==> src/rtl/lane_light_demux_pkg.sv <==
// Shared types for the two-lane light controller: light encodings, FSM states
// and the phase counter width.
package lane_light_demux_pkg;

  localparam int CNT_W = 4;

  typedef enum logic [1:0] {
    GREEN  = 2'b00,
    YELLOW = 2'b01,
    RED    = 2'b10
  } light_t;

  typedef enum logic [1:0] {
    A_GREEN  = 2'b00,
    A_YELLOW = 2'b01,
    B_GREEN  = 2'b10,
    B_YELLOW = 2'b11
  } lane_state_t;

endpackage

==> src/rtl/lane_light_demux_tick_counter.sv <==
// Phase counter: clears on request, counts enable pulses, saturates at all-ones.
module tick_counter
  import lane_light_demux_pkg::*;
#(
  parameter int W = CNT_W
) (
  input  logic         clk,
  input  logic         reset,
  input  logic         clr,
  input  logic         en,
  output logic [W-1:0] cnt
);

  always_ff @(posedge clk) begin
    if (reset || clr)
      cnt <= '0;
    else if (en && (cnt != {W{1'b1}}))
      cnt <= cnt + W'(1);
  end

endmodule

==> src/rtl/lane_light_demux.sv <==
// Two-lane traffic light Moore FSM; lights and grant decode from the state register only.
module lane_light_demux
  import lane_light_demux_pkg::*;
#(
  parameter int YELLOW_TICKS    = 5,
  parameter int MIN_GREEN_TICKS = 2
) (
  input  logic       clk,
  input  logic       reset,
  input  logic       tick,
  input  logic       ta,
  input  logic       tb,
  output logic [1:0] la,
  output logic [1:0] lb,
  output logic       grant
);

  localparam logic [CNT_W-1:0] MIN_G    = CNT_W'(MIN_GREEN_TICKS);
  localparam logic [CNT_W-1:0] YEL_LAST = CNT_W'(YELLOW_TICKS - 1);

  lane_state_t      state_q, state_d;
  logic [CNT_W-1:0] cnt;
  light_t           la_l, lb_l;

  always_ff @(posedge clk) begin
    if (reset)
      state_q <= A_GREEN;
    else
      state_q <= state_d;
  end

  // All transitions are gated by tick, so sensors only matter at tick edges.
  always_comb begin
    state_d = state_q;
    if (tick) begin
      unique case (state_q)
        A_GREEN:  if (!ta && cnt >= MIN_G) state_d = A_YELLOW;
        A_YELLOW: if (cnt == YEL_LAST)     state_d = B_GREEN;
        B_GREEN:  if (!tb && cnt >= MIN_G) state_d = B_YELLOW;
        B_YELLOW: if (cnt == YEL_LAST)     state_d = A_GREEN;
        default:  state_d = A_GREEN;
      endcase
    end
  end

  tick_counter #(.W(CNT_W)) u_cnt (
    .clk   (clk),
    .reset (reset),
    .clr   (state_d != state_q),
    .en    (tick),
    .cnt   (cnt)
  );

  always_comb begin
    la_l  = RED;
    lb_l  = RED;
    grant = 1'b0;
    unique case (state_q)
      A_GREEN:  la_l = GREEN;
      A_YELLOW: la_l = YELLOW;
      B_GREEN:  begin lb_l = GREEN;  grant = 1'b1; end
      B_YELLOW: begin lb_l = YELLOW; grant = 1'b1; end
      default:  ;
    endcase
  end

  assign la = la_l;
  assign lb = lb_l;

endmodule

==> config.mk <==
export PLATFORM = sky130hd
export DESIGN_NAME = lane_light_demux
export DESIGN_NICKNAME = d
export VERILOG_FILES = /design/src/rtl/lane_light_demux_pkg.sv /design/src/rtl/lane_light_demux_tick_counter.sv /design/src/rtl/lane_light_demux.sv
export SDC_FILE = /design/constraint.sdc
export NUM_CORES = 1
export LEC_CHECK = 0
export CAP_MARGIN = 10
export CORE_AREA = 2 2 39 41
export CTS_CLUSTER_SIZE = 24
export DETAILED_ROUTE_END_ITERATION = 8
export DIE_AREA = 0 0 41 43
export PLACE_DENSITY_LB_ADDON = 0.1
export SYNTH_ARGS = -nofsm -noshare
export SYNTH_HDL_FRONTEND = slang
export SYNTH_SLANG_ARGS = --single-unit
==> constraint.sdc <==
create_clock -name clk -period 2.13 [get_ports clk]
set_input_delay 0.426 -clock clk [delete_from_list [all_inputs] [get_ports clk]]
set_output_delay 0.426 -clock clk [all_outputs]
set_load 0.05 [all_outputs]
==> flow_metrics.tcl, run 1 <==
set metrics [dict create \
    ios 10 \
    setup_slack_ns 0.0747 \
    met3_usage_pct 9.42 \
    hold_class "reg -> reg" \
    cts.reportedPaths.clkPinSlew_ns 0.05 \
    synth.area.mux_share_pct 5.33 \
    clkSinkCount 6 \
    p_leak_uw 0.000205 \
    final_hold_viol_count 0 \
    synth.yosys.seq_area_share_pct 30.1 \
    cts_max_level 1 \
    cp-end-kind "output pin" \
    grt_pass1_vias 351 \
    whs_ns 0.523 \
    avgRoutedWirePerCell_um 12.0 \
    core_area_um2 1380 \
    area_growth_pct 27.6 \
    drv_cap 0 \
    power_density_nw_per_um2 519 \
    yosys.area_share.simple_pct 23.2 \
    synthXorXnorAreaFrac_pct 0 \
    fin_nets 63 \
    synthesis.area_um2 399 \
    grt_max_degree 10 \
    die_width_um 41 \
    ys_async_sr_fraction_pct 0 \
    max-vdd-ir-drop_mv 0.259 \
    cts.hold.buffers_added 0 \
    cts_buffers 3 \
    min_period_over_period_pct 96.5 \
    use_met1_pct 12.6 \
    clock_tree.root_cell "clkbuf_4" \
    gr-max-usage-layer "met2" \
    worstMarginPinSlew_ns 0.498 \
    post-place-ws_ns 0.323 \
    crit_path_start_kind "register" \
    row_count 14 \
    track_usage_pct 12.1 \
    synth_adder_area_share_pct 9.40 \
    vias_per_cell 4.93 \
    antenna_found_initial 0 \
    clock_path_buffers 2 \
    report.final.slew_viol_count 0 \
    required_ns 1.70 \
    num_vias 340 \
    post_cts_resized 0 \
    drt-pass1-iter-count 4 \
    grt_pass1_wl_um 1370 \
    postSynthCellCount 45 \
    drtAntennaViolNets 0 \
    final_cell_mix "clkdlybuf4s50_1, dfxtp_1, inv_1" \
    synth_ff_type "dfxtp_1" \
    drc 0 \
    drive_gt1_share_pct 20.8 \
    crit_type "reg -> out" \
    initial_core_util_pct 28.8 \
    max_freq_ghz 0.487 \
    antenna_cells 0 \
    post_cts_buffers 0 \
    synth-compound-area-share_pct 23.2 \
    final_common_cell "clkdlybuf4s50_1" \
    dpl-instance-area_um2 487 \
    clkLatencyLatePin_ns 0.24 \
    synth.avg_cell_area_um2 8.87 \
    io_buffers 9 \
    slew_headroom_pct 66.7 \
    die_y_um 43 \
    yosysWarnings 0 \
    path_max_fanout 5 \
    status "finished, final reports clean" \
    fillCellCount 148 \
    cts_tree "done" \
    fin_area_um2 509 \
    finalCriticalPeriod_ns 2.06 \
    gr-total-overflow 0 \
    fin_skew_ns 0.00361 \
    tns_ns 0 \
    dieArea_um2 1760 \
    post_synth_num_cell_types 28 \
    gp_congestion 0.823 \
    synth_top_family_by_area "compound AO/OA/AOI/OAI gates" \
    syn_nets 53 \
    ys_seq_elements 6 \
    met2_usage_pct 18.8 \
    synth_edf_count 0 \
    setup_violations 0 \
    post-route-util_pct 36.8 \
    routed_wl_um 828 \
    drt_iter0_drc 6 \
    rsz0062_at_grt "false" \
    critical_path_arrival_ns 1.63 \
]
-- through the flow --
step	total power (µW)	std cells
global placement	161	66
detailed placement	163	66
CTS	272	69
finish	264	69
global route	286	69
floorplan	148	45
-- layer usage --
metal / routed length (µm) / share of wire [%]
met3: 75 / 9.1
met4: 0 / 0
met2: 409 / 49
met1: 343 / 41
met5: 0 / 0
-- cell families after synthesis --
logic type	after synthesis
AO/OA/AOI/OAI	11
multiplexers	2
AND/OR/NAND/NOR	15
flip-flops	6
adder cells (fa/ha/maj)	3
buffers and inverters	8
-- registers in the layout (all words and copies together), names as in the netlist --
name	cells
u_cnt.cnt	4
state_q	2
-- synthesized netlist by cell type (2+ instances only) --
library cell	number	area, µm²
dfxtp_1	6	120
ha_1	3	37.5
clkbuf_1	2	7.51
o21ai_0	2	10.0
nor2_1	2	7.51
a21oi_1	2	10.0
inv_1	4	15.0
nand3_1	3	15.0
a211oi_1	2	15.0
-- final timing paths --
kind                                  start                         to  slack (ns)  cells past startpoint
hold reg to reg   u_cnt.cnt[0]$_SDFFE_PP0P_  u_cnt.cnt[0]$_SDFFE_PP0P_        0.52                      2
setup reg to reg  u_cnt.cnt[0]$_SDFFE_PP0P_  u_cnt.cnt[2]$_SDFFE_PP0P_        0.72                      5
hold / removal    u_cnt.cnt[0]$_SDFFE_PP0P_  u_cnt.cnt[0]$_SDFFE_PP0P_        0.52                      2
setup / recovery      state_q[0]$_SDFF_PP0_                      la[0]        0.07                      2
-- critical path, stage by stage, from the launching register on --
cell	delay [ns]
dfxtp_1	0.41
nor2b_1	0.16
clkdlybuf4s50_1	0.81
-- power by group --
group	total, µW	internal (µW)	switching [µW]
sequential	122	117	5.62
combinational	37.7	18.9	18.8
clock	104	63.7	40.4
total	264	199	64.8
-- layout make-up --
class	instances	area, µm²	share of cell area, %
timing repair buffer	9	87.6	17.2
inverter	4	15.0	2.95
tap	16	20.0	3.93
multi-input combinational	31	244	47.9
sequential	6	120	23.6
clock buffer	3	22.5	4.42
(Power assumes the default switching activity.)
==> run 2: changes to the inputs <==
--- a/config.mk
+++ b/config.mk
@@ -7,7 +7,6 @@
 export LEC_CHECK = 0
 export CAP_MARGIN = 10
 export CORE_AREA = 2 2 39 41
-export CTS_CLUSTER_SIZE = 24
 export DETAILED_ROUTE_END_ITERATION = 8
 export DIE_AREA = 0 0 41 43
 export PLACE_DENSITY_LB_ADDON = 0.1
==> results of run 2 <==
The final DEF is identical to that of run 1; final timing and power are the same.
